### src/rtl/multi_task_sequencer_pkg.sv
// Shared types for the multi-task sequencer: FSM state encoding and the report record.
// Report field widths match the sequencer's default parameters; the top casts into and out of them.
package multi_task_seq_pkg;

    localparam int MTS_TASK_ID_W  = 4;
    localparam int MTS_BYTE_CNT_W = 32;
    localparam int MTS_LAT_W      = 32;

    typedef enum logic [2:0] {
        MTS_IDLE,
        MTS_SELECT,
        MTS_LAUNCH,
        MTS_RUN,
        MTS_REPORT,
        MTS_DONE
    } mts_state_e;

    typedef struct packed {
        logic [MTS_TASK_ID_W-1:0]  task_number;
        logic [MTS_BYTE_CNT_W-1:0] num_bytes_out;
        logic [MTS_LAT_W-1:0]      latency;
        logic                      timeout;
    } mts_report_t;

endpackage

### src/rtl/multi_task_sequencer_pick_lowest.sv
// Combinational lowest-set-bit encoder used to choose the next task from the remaining mask.
module mts_pick_lowest #(
    parameter  int NUM_TASKS = 16,
    localparam int TASK_ID_W = $clog2(NUM_TASKS)
) (
    input  logic [NUM_TASKS-1:0] mask,
    output logic [TASK_ID_W-1:0] idx,
    output logic                 any
);

    // Scan from the top down so the lowest set bit is the last (winning) assignment.
    always_comb begin
        idx = '0;
        any = |mask;
        for (int i = NUM_TASKS - 1; i >= 0; i--) begin
            if (mask[i]) idx = TASK_ID_W'(i);
        end
    end

endmodule

### src/rtl/multi_task_sequencer.sv
// Runs one task per set bit of a snapshot mask, lowest index first, and emits a latency report per task.
// Optional watchdog: define MTS_TIMEOUT_EN to abort a task after TIMEOUT_CYCLES in RUN.
module multi_task_sequencer
    import multi_task_seq_pkg::*;
#(
    parameter  int NUM_TASKS      = 16,
    parameter  int BYTE_CNT_W     = 32,
    parameter  int LAT_W          = 32,
    parameter  int TIMEOUT_CYCLES = 1_000_000,
    localparam int TASK_ID_W      = $clog2(NUM_TASKS)
) (
    input  logic                  clk,
    input  logic                  reset_n,
    input  logic                  start_tests,
    input  logic [NUM_TASKS-1:0]  enabled_tasks,
    input  logic [BYTE_CNT_W-1:0] num_bytes_in_to_task,
    output logic                  task_start,
    output logic [TASK_ID_W-1:0]  task_number,
    output logic [BYTE_CNT_W-1:0] task_num_bytes_in,
    input  logic                  task_done,
    input  logic [BYTE_CNT_W-1:0] task_num_bytes_out,
    output logic                  rpt_valid,
    input  logic                  rpt_ready,
    output logic [TASK_ID_W-1:0]  rpt_task_number,
    output logic [BYTE_CNT_W-1:0] rpt_num_bytes_out,
    output logic [LAT_W-1:0]      rpt_latency,
    output logic                  rpt_timeout,
    output logic                  busy,
    output logic                  tasks_done
);

`ifdef MTS_TIMEOUT_EN
    localparam bit WDOG_EN = 1'b1;
`else
    localparam bit WDOG_EN = 1'b0;
`endif

    function automatic logic [LAT_W-1:0] sat_inc(input logic [LAT_W-1:0] v);
        return (&v) ? v : v + LAT_W'(1);
    endfunction

    mts_state_e             state;
    logic [NUM_TASKS-1:0]   remaining;
    logic [LAT_W-1:0]       lat_cnt;
    logic [LAT_W-1:0]       lat_next;
    logic                   timeout_hit;
    mts_report_t            rpt_q;
    logic [TASK_ID_W-1:0]   pick_idx;
    logic                   pick_any;

    mts_pick_lowest #(.NUM_TASKS(NUM_TASKS)) u_pick (
        .mask (remaining),
        .idx  (pick_idx),
        .any  (pick_any)
    );

    // lat_next is the latency a task_done in the current RUN cycle would report.
    assign lat_next    = sat_inc(lat_cnt);
    assign timeout_hit = WDOG_EN && (lat_next == LAT_W'(TIMEOUT_CYCLES));

    always_ff @(posedge clk or negedge reset_n) begin
        if (!reset_n) begin
            state             <= MTS_IDLE;
            remaining         <= '0;
            lat_cnt           <= '0;
            rpt_q             <= '0;
            task_start        <= 1'b0;
            task_number       <= '0;
            task_num_bytes_in <= '0;
            rpt_valid         <= 1'b0;
            busy              <= 1'b0;
            tasks_done        <= 1'b0;
        end else begin
            task_start <= 1'b0;
            case (state)
                MTS_IDLE, MTS_DONE: begin
                    if (start_tests) begin
                        remaining         <= enabled_tasks;
                        task_num_bytes_in <= num_bytes_in_to_task;
                        busy              <= 1'b1;
                        tasks_done        <= 1'b0;
                        state             <= MTS_SELECT;
                    end
                end
                MTS_SELECT: begin
                    if (!pick_any) begin
                        busy       <= 1'b0;
                        tasks_done <= 1'b1;
                        state      <= MTS_DONE;
                    end else begin
                        remaining[pick_idx] <= 1'b0;
                        task_number         <= pick_idx;
                        task_start          <= 1'b1;
                        state               <= MTS_LAUNCH;
                    end
                end
                MTS_LAUNCH: begin
                    lat_cnt <= '0;
                    state   <= MTS_RUN;
                end
                MTS_RUN: begin
                    if (task_done) begin
                        rpt_q.task_number   <= MTS_TASK_ID_W'(task_number);
                        rpt_q.num_bytes_out <= MTS_BYTE_CNT_W'(task_num_bytes_out);
                        rpt_q.latency       <= MTS_LAT_W'(lat_next);
                        rpt_q.timeout       <= 1'b0;
                        rpt_valid           <= 1'b1;
                        state               <= MTS_REPORT;
                    end else if (timeout_hit) begin
                        rpt_q.task_number   <= MTS_TASK_ID_W'(task_number);
                        rpt_q.num_bytes_out <= '0;
                        rpt_q.latency       <= MTS_LAT_W'(lat_next);
                        rpt_q.timeout       <= 1'b1;
                        rpt_valid           <= 1'b1;
                        state               <= MTS_REPORT;
                    end else begin
                        lat_cnt <= lat_next;
                    end
                end
                MTS_REPORT: begin
                    if (rpt_ready) begin
                        rpt_valid <= 1'b0;
                        state     <= MTS_SELECT;
                    end
                end
                default: state <= MTS_IDLE;
            endcase
        end
    end

    // Without the watchdog, rpt_q.timeout is only ever loaded with 0.
    assign rpt_task_number   = TASK_ID_W'(rpt_q.task_number);
    assign rpt_num_bytes_out = BYTE_CNT_W'(rpt_q.num_bytes_out);
    assign rpt_latency       = LAT_W'(rpt_q.latency);
    assign rpt_timeout       = rpt_q.timeout;

endmodule

### config.mk
export PLATFORM = sky130hd
export DESIGN_NAME = multi_task_sequencer
export DESIGN_NICKNAME = d
export VERILOG_FILES = /design/src/rtl/multi_task_sequencer_pkg.sv /design/src/rtl/multi_task_sequencer_pick_lowest.sv /design/src/rtl/multi_task_sequencer.sv
export SDC_FILE = /design/constraint.sdc
export NUM_CORES = 1
export LEC_CHECK = 0
export CORE_MARGIN = 1.5
export CORE_UTILIZATION = 38
export CTS_CLUSTER_DIAMETER = 100
export DETAILED_ROUTE_END_ITERATION = 10
export GPL_ROUTABILITY_DRIVEN = 0
export PLACE_DENSITY = 0.67
export SLEW_MARGIN = 20
export SYNTH_ARGS = -nofsm -noshare
export SYNTH_HDL_FRONTEND = slang
export SYNTH_SLANG_ARGS = --single-unit
export TNS_END_PERCENT = 10
### constraint.sdc
create_clock -name clk -period 2.2 [get_ports clk]
set_clock_uncertainty 0.2 [all_clocks]
set_input_delay 0.33 -clock clk [delete_from_list [all_inputs] [get_ports clk]]
set_output_delay 0.33 -clock clk [all_outputs]
set_load 0.02 [all_outputs]
# --- Word-level counts from Yosys, hierarchy flattened ---
# Index checks and enable logic that the tools add are counted.
word_totals:
  latchBits: 0
  elab_cells: 84
  out_inout_bits: 109
  inputBits: 85
  mem_bits_ro: 0
  ram_bits: 0
  ff_bits: 159
  n_memories: 0
classes:
  shifts: 0
  reduce_logical: 16
  eq_ne: 11
  n_bitwise: 2
  n_mul: 0
  n_mux: 40
  n_addsub: 1
  magnitude_cmp: 2
  div: 0
ops:
  columns: ["cell", "count"]
  rows:
  - ["32-bit 2-to-1 mux", 2]
  - ["4-bit 2-to-1 mux", 16]
  - ["32-bit case mux with 2 select lines", 1]
  - ["32-bit by 1-bit adder with 32-bit output, second input constant", 1]
  - ["16-bit 2-to-1 mux", 2]
  - ["16-bit case mux with 2 select lines", 1]
  - ["32-bit AND reduction", 1]
  - ["16-bit bitwise AND", 1]
  - ["16-bit inverter", 1]
  - ["16-bit OR reduction", 1]
  - ["3-bit case mux with 5 select lines", 1]
  - ["3-bit 2-to-1 mux", 4]
  - ["2-bit != test, second input constant", 6]
  - ["3-bit AND reduction", 4]
  - ["1-bit 2-to-1 mux", 9]
  - ["2-bit AND reduction", 4]
  - ["3-bit by 2-bit equality test with 1-bit output, second input constant", 2]
  - ["3-bit equality test, second input constant", 2]
  - ["1-bit case mux with 2 select lines", 3]
  - ["2-bit nonzero test", 3]
  - ["4-bit by 5-bit less-than comparator with 1-bit output, second input constant", 1]
  - ["1-bit demux with 4-bit select", 1]
  - ["4-bit by 1-bit >= comparator with 1-bit output, second input constant", 1]
  - ["3-bit by 1-bit equality test with 1-bit output, second input constant", 1]
  - ["other kinds (3)", 3]

# --- Logic depth before layout (Yosys ltp) ---
# Gate-level depths: netlist of run 1.
depth:
  depth_word: 24
  mapped_depth: 8
  mapped_depth_nobuf: 7

# --- By module ---
# Synthesis of run 1 repeated with hierarchy kept, for this count alone.
hier_totals:
  hier_cells: 710
  area_unflattened_um2: 7389.6
by_module_without_submodules:
  columns: ["mod", "n_inst", "seq_area_each_um2", "cells_per_inst", "area_each_um2"]
  rows:
  - ["multi_task_sequencer", 1, 3978.8, 676, 7213.2]
  - ["mts_pick_lowest", 1, 0.0, 34, 176.4]

# --- Worst setup path before layout of run 1 ---
# No wires, ideal clock.
synth_timing:
  path_type: "register -> register"
  startpoint: "reg lat_cnt[0]"
  endpoint: "reg rpt_q, in the netlist rpt_latency[26]"
  path_slack_ps: -174
  setup_time_ps: 126
  n_path_buf: 0
  path_stages_with_launch: 8
  t_arrival_ps: 2047
  synth_period_minus_slack_ps: 2374
  required_time_ps: 1874
  cell_sequence: "dfrtp_1 > ha_1 > nand3_1 > or4_4 > nor4_4 > and3_2 > xnor2_1 > o21ai_2"
synth_between:
  elab_chain_cells: 2
  word_cells_on_any_way: 3
  cone_classes: "add/sub: 1; mux: 1; reduce/logical: 1"
synth_rtl:
  columns: ["element", "line", "text"]
  rows:
  - ["from (decl)", "multi_task_sequencer.sv:44", "logic [LAT_W-1:0] lat_cnt;"]
  - ["from (signal assigned)", "multi_task_sequencer.sv:117", "lat_cnt <= lat_next;"]
  - ["32-bit by 1-bit adder with 32-bit output or 32-bit AND reduction (tied branches)", "multi_task_sequencer.sv:39", "return (&v) ? v : v + LAT_W'(1);"]
  - ["32-bit 2-to-1 mux (*)", "multi_task_sequencer.sv:39", null]
  - ["to (decl)", "multi_task_sequencer.sv:47", "mts_report_t rpt_q;"]
# Every way passes the cells marked *; elsewhere a longest branch is shown, timed or not.
# A chain may end at the register's enable or synchronous reset.

# --- Final worst setup path of run 1 ---
layout_timing:
  startpoint: "reg lat_cnt[1]"
  endpoint: "reg lat_cnt[9]"
layout_between:
  elab_chain_cells: 4
  word_cells_on_any_way: 5
  cone_classes: "add/sub: 1; mux: 3; reduce/logical: 1"
layout_rtl:
  columns: ["element", "line", "text"]
  rows:
  - ["32-bit by 1-bit adder with 32-bit output or 32-bit AND reduction (tied branches)", "multi_task_sequencer.sv:39", null]
  - ["32-bit 2-to-1 mux (*)", "multi_task_sequencer.sv:39", null]
  - ["32-bit 2-to-1 mux (*)", "multi_task_sequencer.sv:102", "if (task_done) begin"]
  - ["32-bit case mux with 2 select lines (*)", "multi_task_sequencer.sv:75", "case (state)"]
# Every way passes the cells marked *; elsewhere a longest branch is shown, timed or not. The select of a mux whose other input is x is not followed.

==> impl_metrics.env, run 1 <==
export IMPL_status="finished, violations left"
export IMPL_violations="negative setup slack"
export IMPL_criticalPathCategory="register to register"
export IMPL_finalSetupViolations=17
export IMPL_cts_path_max_buffers=2
export IMPL_period_minus_slack_ns=2.38
export IMPL_cp_slowest_cell="or4_4"
export IMPL_max_slew_worst_pin_slew_ns=0.561
export IMPL_cts_root_buf="clkbuf_16"
export IMPL_arrival_ns=2.51
export IMPL_nFillCells=1627
export IMPL_slew_violations=0
export IMPL_io_pins=194
export IMPL_start_kind="register"
export IMPL_start_util=0.393
export IMPL_synthXorXnorAreaFrac=0.0319
export IMPL_grt_pass1_vias=6533
export IMPL_crit_chain="ha_4 > nand3_4 > or4_4 > buf_6 > nor4_4 > buf_4 > nor3_4 > nand2b_4 > a31oi_1"
export IMPL_drtAntennaViolNets=0
export IMPL_finalCritPeriodShare=1.08
export IMPL_switchingPower_mw=4.88
export IMPL_hp_class="input pin to register"
export IMPL_power_frac_clock=0.209
export IMPL_netlist_area_leader_share=0.537
export IMPL_die_h_um=143
export IMPL_cp_end_kind="register"
export IMPL_synth_edf_count=0
export IMPL_worst_slack_ns=-0.178
export IMPL_synth_fa_ha_area_frac=0.00169
export IMPL_grt_max_degree=55
export IMPL_p_sw_frac=0.372
export IMPL_nNetsFinal=1141
export IMPL_drive_above_1_share=0.212
export IMPL_maxSlewHeadroom=0.626
export IMPL_vias=6758
export IMPL_htree_num_levels=4
export IMPL_detail_route_wl_per_cell_um=15.2
export IMPL_cp_max_fo=4
export IMPL_cts_sinks=159
export IMPL_synthSimpleGateAreaFrac=0.209
export IMPL_clk_pin_slew_ns=0.06
export IMPL_avgSynthCellArea_um2=9.62
export IMPL_fmaxAchievable_mhz=421
export IMPL_cts_buffers=17
export IMPL_post_route_util=0.596
export IMPL_final_common_cell="clkdlybuf4s50_1"
export IMPL_syn_inst=771
export IMPL_reg2reg_depth=9
export IMPL_cts_tree="done"
export IMPL_dp_hpwl_mm=14.2
export IMPL_powerDensity_mw_per_mm2=1170
export IMPL_layout_common_cells="191 x clkdlybuf4s50_1, 186 x nand2_1, 157 x dfrtp_1, 103 x buf_4, 50 x o21ai_0"
export IMPL_place_ws_ns=-0.163
export IMPL_p_leak_nw=4.85
export IMPL_syn_area_mm2=0.00742
export IMPL_grt_use_total=0.202
export IMPL_yosysSeqAreaShare=0.537
export IMPL_routed_wl_mm=20.2
export IMPL_io_buffers=192
export IMPL_grt_ovfl_total=0
export IMPL_area_growth_synth_to_final_pct=51.9
export IMPL_ys_seq_elements=159
export IMPL_rsz0062_at_grt="yes"
export IMPL_yosysTopAreaCell="dfrtp_1"
export IMPL_via_per_inst=5.09
export IMPL_hold_viol_final=0
export IMPL_pwr_share_seq=0.337
export IMPL_synth_mux_area_frac=0.0594
export IMPL_ys_flop_type="dfrtp_1"
export IMPL_dieArea_mm2=0.0204
export IMPL_synth_top_family_by_area="simple AND/OR/NAND/NOR gates"
export IMPL_critPathMaxStageDelay_ns=0.46
export IMPL_coreArea_mm2=0.0189
export IMPL_drt_pass1_iter_count=5
export IMPL_die_w_um=143
export IMPL_synthTopCellsByArea="dfrtp_1 54%, nand2_1 9.4%, mux2_2 4.9%, o21ai_0 4.1%, xnor2_1 2.2%"
export IMPL_antenna_found_initial=0
export IMPL_required_ns=2.33
export IMPL_clock_latency_ns=0.42
export IMPL_p_int_mw=8.26
export IMPL_synth_compound_area_frac=0.131
export IMPL_grt_first_pass_wirelength_mm=32.5
export IMPL_vdd_drop_max_uv=731
export IMPL_drcViolationCount=0
export IMPL_std_cell_rows=50
export IMPL_yosys_warnings=0
export IMPL_initialDrtViolationCount=420
export IMPL_synth_cell_types=61
export IMPL_diodes=0
export IMPL_synthArstFlopShare=1.00
export IMPL_combPwrFrac=0.454
export IMPL_hold_depth=3
export IMPL_cap_violations=0
export IMPL_syn_num_nets=857
[final timing paths]
check | to | start | slack (ns)
worst min register to register | rpt_latency[5]$_DFFE_PN0P_ | rpt_latency[5]$_DFFE_PN0P_ | 0.27
min in group asynchronous | rpt_latency[17]$_DFFE_PN0P_ | reset_n | 0.24
worst max register to register | lat_cnt[9]$_DFFE_PN0P_ | lat_cnt[1]$_DFFE_PN0P_ | -0.18
worst min-delay path | rpt_num_bytes_out[27]$_DFFE_PN0P_ | task_num_bytes_out[27] | 0.23
max in group asynchronous | state[2]$_DFFE_PN0P_ | reset_n | 0.89
worst max-delay path | lat_cnt[9]$_DFFE_PN0P_ | lat_cnt[1]$_DFFE_PN0P_ | -0.18
[layer usage]
metal  GRT usage  wire length, µm
met1       0.267             8910
met2       0.317             9480
met4      0.0678              335
met5           0                0
met3      0.0607             1500
[sequential cells by signal, indices dropped and copies added, names as in the netlist, 3 cells and up]
| name | count |
|---|---|
| rpt_latency | 32 |
| remaining | 16 |
| task_num_bytes_in | 32 |
| rpt_task_number | 4 |
| lat_cnt | 32 |
| state | 3 |
| rpt_num_bytes_out | 32 |
| task_number | 4 |
[stage by stage]
step	hold WS (ns)	std cells	setup TNS, ns	power, mW	instance area [µm²]
2_1_floorplan	-0.166	771	-0.734	7.42	7440
3_3_place_gp	0.130	1286	-0.579	10.2	10400
3_5_place_dp	0.137	1286	-2.23	10.3	10400
4_1_cts	0.215	1322	-1.04	13.1	11100
5_1_grt	0.234	1328	-3.63	13.9	11300
6_report	0.233	1328	-1.31	13.1	11300
[power by group through the flow]
stage / Combinational [mW] / Clock, mW / Sequential (mW)
global route: 6.47 / 2.91 / 4.55
detailed placement: 5.88 / 0 / 4.45
global placement: 5.82 / 0 / 4.41
floorplan: 2.13 / 0 / 5.30
finish: 5.97 / 2.74 / 4.43
CTS: 5.92 / 2.81 / 4.41
[synth_stat cells, types with 9 or more instances]
cell type	number
nand3_1	20
buf_2	9
xnor2_1	19
inv_1	9
dfrtp_1	159
a31oi_1	22
nor4_1	10
mux2_2	32
nand2b_1	9
a21oi_1	29
and3_1	12
nor3_1	14
nand2_1	186
nor2_1	41
nand4_1	10
clkbuf_1	29
o21ai_0	61
[cells by family (layout without fill, tap and decap cells)]
| family | count (synthesis) | count (layout) |
|---|---|---|
| compound gates | 158 | 158 |
| other cells | 1 | 1 |
| fa+ha+maj | 1 | 1 |
| simple gates | 331 | 331 |
| flops | 159 | 159 |
| buf+inv | 54 | 351 |
| xor+xnor | 27 | 27 |
| mux | 40 | 40 |
[final cells by class]
class	count	area (µm²)	share of cell area
Inverter	10	37.5	0.00333
Tap cell	260	325	0.0289
Multi-Input combinational cell	558	3450	0.306
Timing Repair Buffer	309	2920	0.259
Clock inverter	9	60.1	0.00533
Clock buffer	23	488	0.0433
Sequential cell	159	3980	0.353
[critical path: cells and delay by family (launching register included)]
family / cells / cell delay [ns]
AO/OA/AOI/OAI: 1 / 0.17
adder cells (fa/ha/maj): 1 / 0.17
buffers and inverters: 2 / 0.35
flip-flops: 1 / 0.41
AND/OR/NAND/NOR: 5 / 0.99
[what timing repair did]
item,in CTS,in global routing
resized for setup,8,40
pin swaps,5,13
setup buffers,3,6
hold endpoints to repair,48,0
setup endpoints to repair,34,68
cloned,0,0
hold buffers,1,0
Note: power is estimated with default switching activity, not from simulation.
==> run 2: changes to the inputs <==
--- a/config.mk
+++ b/config.mk
@@ -5,12 +5,13 @@
 export SDC_FILE = /design/constraint.sdc
 export NUM_CORES = 1
 export LEC_CHECK = 0
+export CAP_MARGIN = 25
 export CORE_MARGIN = 1.5
-export CORE_UTILIZATION = 38
+export CORE_UTILIZATION = 44
 export CTS_CLUSTER_DIAMETER = 100
 export DETAILED_ROUTE_END_ITERATION = 10
 export GPL_ROUTABILITY_DRIVEN = 0
-export PLACE_DENSITY = 0.67
+export PLACE_DENSITY = 0.76
 export SLEW_MARGIN = 20
 export SYNTH_ARGS = -nofsm -noshare
 export SYNTH_HDL_FRONTEND = slang
==> impl_metrics.env, run 2 (synthesized netlist as in run 1, its figures left out) <==
export IMPL_pwr_share_seq=0.334
export IMPL_grt_ovfl_total=0
export IMPL_io_buffers=192
export IMPL_vdd_drop_max_uv=827
export IMPL_violations="negative setup slack"
export IMPL_clk_pin_slew_ns=0.06
export IMPL_powerDensity_mw_per_mm2=1200
export IMPL_combPwrFrac=0.443
export IMPL_drive_above_1_share=0.195
export IMPL_status="finished, violations left"
export IMPL_ff_latch_area_mm2=0.00398
export IMPL_cap_violations=0
export IMPL_p_leak_nw=4.76
export IMPL_cts_buffers=17
export IMPL_nFillCells=1288
export IMPL_drcViolationCount=0
export IMPL_die_w_um=133
export IMPL_start_kind="register"
export IMPL_dieArea_mm2=0.0176
export IMPL_cts_path_max_buffers=2
export IMPL_area_growth_synth_to_final_pct=49.2
export IMPL_clock_latency_ns=0.42
export IMPL_finalCritPeriodShare=1.04
export IMPL_switchingPower_mw=4.87
export IMPL_arrival_ns=2.38
export IMPL_setup_tns_ns=-0.477
export IMPL_die_h_um=133
export IMPL_initialDrtViolationCount=412
export IMPL_finalSetupViolations=13
export IMPL_routed_wl_mm=20.1
export IMPL_criticalPathCategory="register to register"
export IMPL_slew_violations=0
export IMPL_p_total_mw=13.3
export IMPL_period_minus_slack_ns=2.28
export IMPL_grt_max_degree=50
export IMPL_multi_input_area_mm2=0.00340
export IMPL_start_util=0.449
export IMPL_diodes=0
export IMPL_via_per_inst=5.28
export IMPL_cts_root_buf="clkbuf_16"
export IMPL_final_area_mm2=0.0111
export IMPL_cts_sinks=159
export IMPL_holdWs_ns=0.191
export IMPL_placed_area_mm2=0.0103
export IMPL_layout_common_cells="191 x clkdlybuf4s50_1, 186 x nand2_1, 158 x dfrtp_1, 89 x buf_4, 53 x o21ai_0"
export IMPL_required_ns=2.30
export IMPL_p_sw_frac=0.367
export IMPL_hp_class="input pin to async pin"
export IMPL_worst_slack_ns=-0.0819
export IMPL_cp_end_kind="register"
export IMPL_cp_max_fo=4
export IMPL_std_cell_rows=47
export IMPL_dp_hpwl_mm=14.4
export IMPL_grt_use_total=0.235
export IMPL_coreArea_mm2=0.0165
export IMPL_rsz0062_at_grt="yes"
export IMPL_final_common_cell="clkdlybuf4s50_1"
export IMPL_vias=6709
export IMPL_antenna_found_initial=0
export IMPL_drtAntennaViolNets=0
export IMPL_nNetsFinal=1124
export IMPL_detail_route_wl_per_cell_um=15.8
export IMPL_cts_tree="done"
export IMPL_p_int_mw=8.40
export IMPL_drt_pass1_iter_count=5
export IMPL_power_frac_clock=0.223
export IMPL_grt_first_pass_wirelength_mm=33.2
export IMPL_io_pins=194
export IMPL_fmaxAchievable_mhz=438
export IMPL_htree_num_levels=4
export IMPL_hold_viol_final=0
export IMPL_grt_pass1_vias=6737
==> run 2: changes by cell type in the layout (fill, tap and decap cells not counted), sizes merged <==
cell	before	now
clkbuf	23	21
clkinv	6	5
bufinv	0	3
buf	117	100
==> run 2: worst max-delay path: stages (launching register included) <==
cell and delay, ns:
dfrtp_1 0.39, ha_4 0.15, nand3_2 0.07, or4_4 0.46
buf_6 0.16, nor4_4 0.19, buf_4 0.20, nor3_4 0.07
a21oi_2 0.20, a31oi_2 0.06
==> run 2: cell type report <==
cell class | instances | area share
Clock buffer | 21 | 0.0398
Clock inverter | 11 | 0.0128
Multi-Input combinational cell | 558 | 0.307
Tap cell | 220 | 0.0249
Sequential cell | 159 | 0.360
Timing Repair Buffer | 292 | 0.252
Inverter | 10 | 0.00339
==> run 2: worst paths after layout <==
path	startpoint	end	slack, ns	cells past startpoint
worst max-delay path	lat_cnt[1]$_DFFE_PN0P_	lat_cnt[9]$_DFFE_PN0P_	-0.08	9
worst min-delay path	reset_n	rpt_latency[17]$_DFFE_PN0P_	0.19	2
worst max register to register	lat_cnt[1]$_DFFE_PN0P_	lat_cnt[9]$_DFFE_PN0P_	-0.08	9
worst min register to register	rpt_num_bytes_out[0]$_DFFE_PN0P_	rpt_num_bytes_out[0]$_DFFE_PN0P_	0.27	2
max in group asynchronous	reset_n	rpt_num_bytes_out[23]$_DFFE_PN0P_	0.88	3
min in group clk	task_num_bytes_out[20]	rpt_num_bytes_out[20]$_DFFE_PN0P_	0.24	3
==> run 2: power groups by stage <==
stage	Combinational [mW]	Clock, mW	Sequential (mW)
finish	5.89	2.96	4.43
global route	6.35	3.12	4.55
CTS	5.88	3.01	4.43
detailed placement	5.84	0	4.46
global placement	5.73	0	4.43
floorplan	2.13	0	5.30
==> run 2: metrics by stage <==
stage | setup WS, ns | utilization | cells
after detailed placement | -0.0653 | 0.624 | 1235
final | -0.0819 | 0.669 | 1271
after floorplan | -0.136 | - | 771
after global routing | -0.148 | 0.669 | 1271
after CTS | -0.0748 | 0.661 | 1268
after global placement | -0.0580 | 0.624 | 1235
==> run 2: repair_timing <==
item                       4_1_cts  5_1_grt
resized for setup                4       30
setup buffers                    0        3
setup endpoints to repair       18       50
hold endpoints to repair        38        0
pin swaps                        2        5
hold buffers                     1        0
==> run 2: metal layers <==
layer,global-route usage,up-vias,wire [µm]
li1,-,3230,-
met1,0.302,3228,8630
met2,0.388,227,9800
met3,0.0674,24,1420
met4,0.0726,0,274
met5,0,-,0
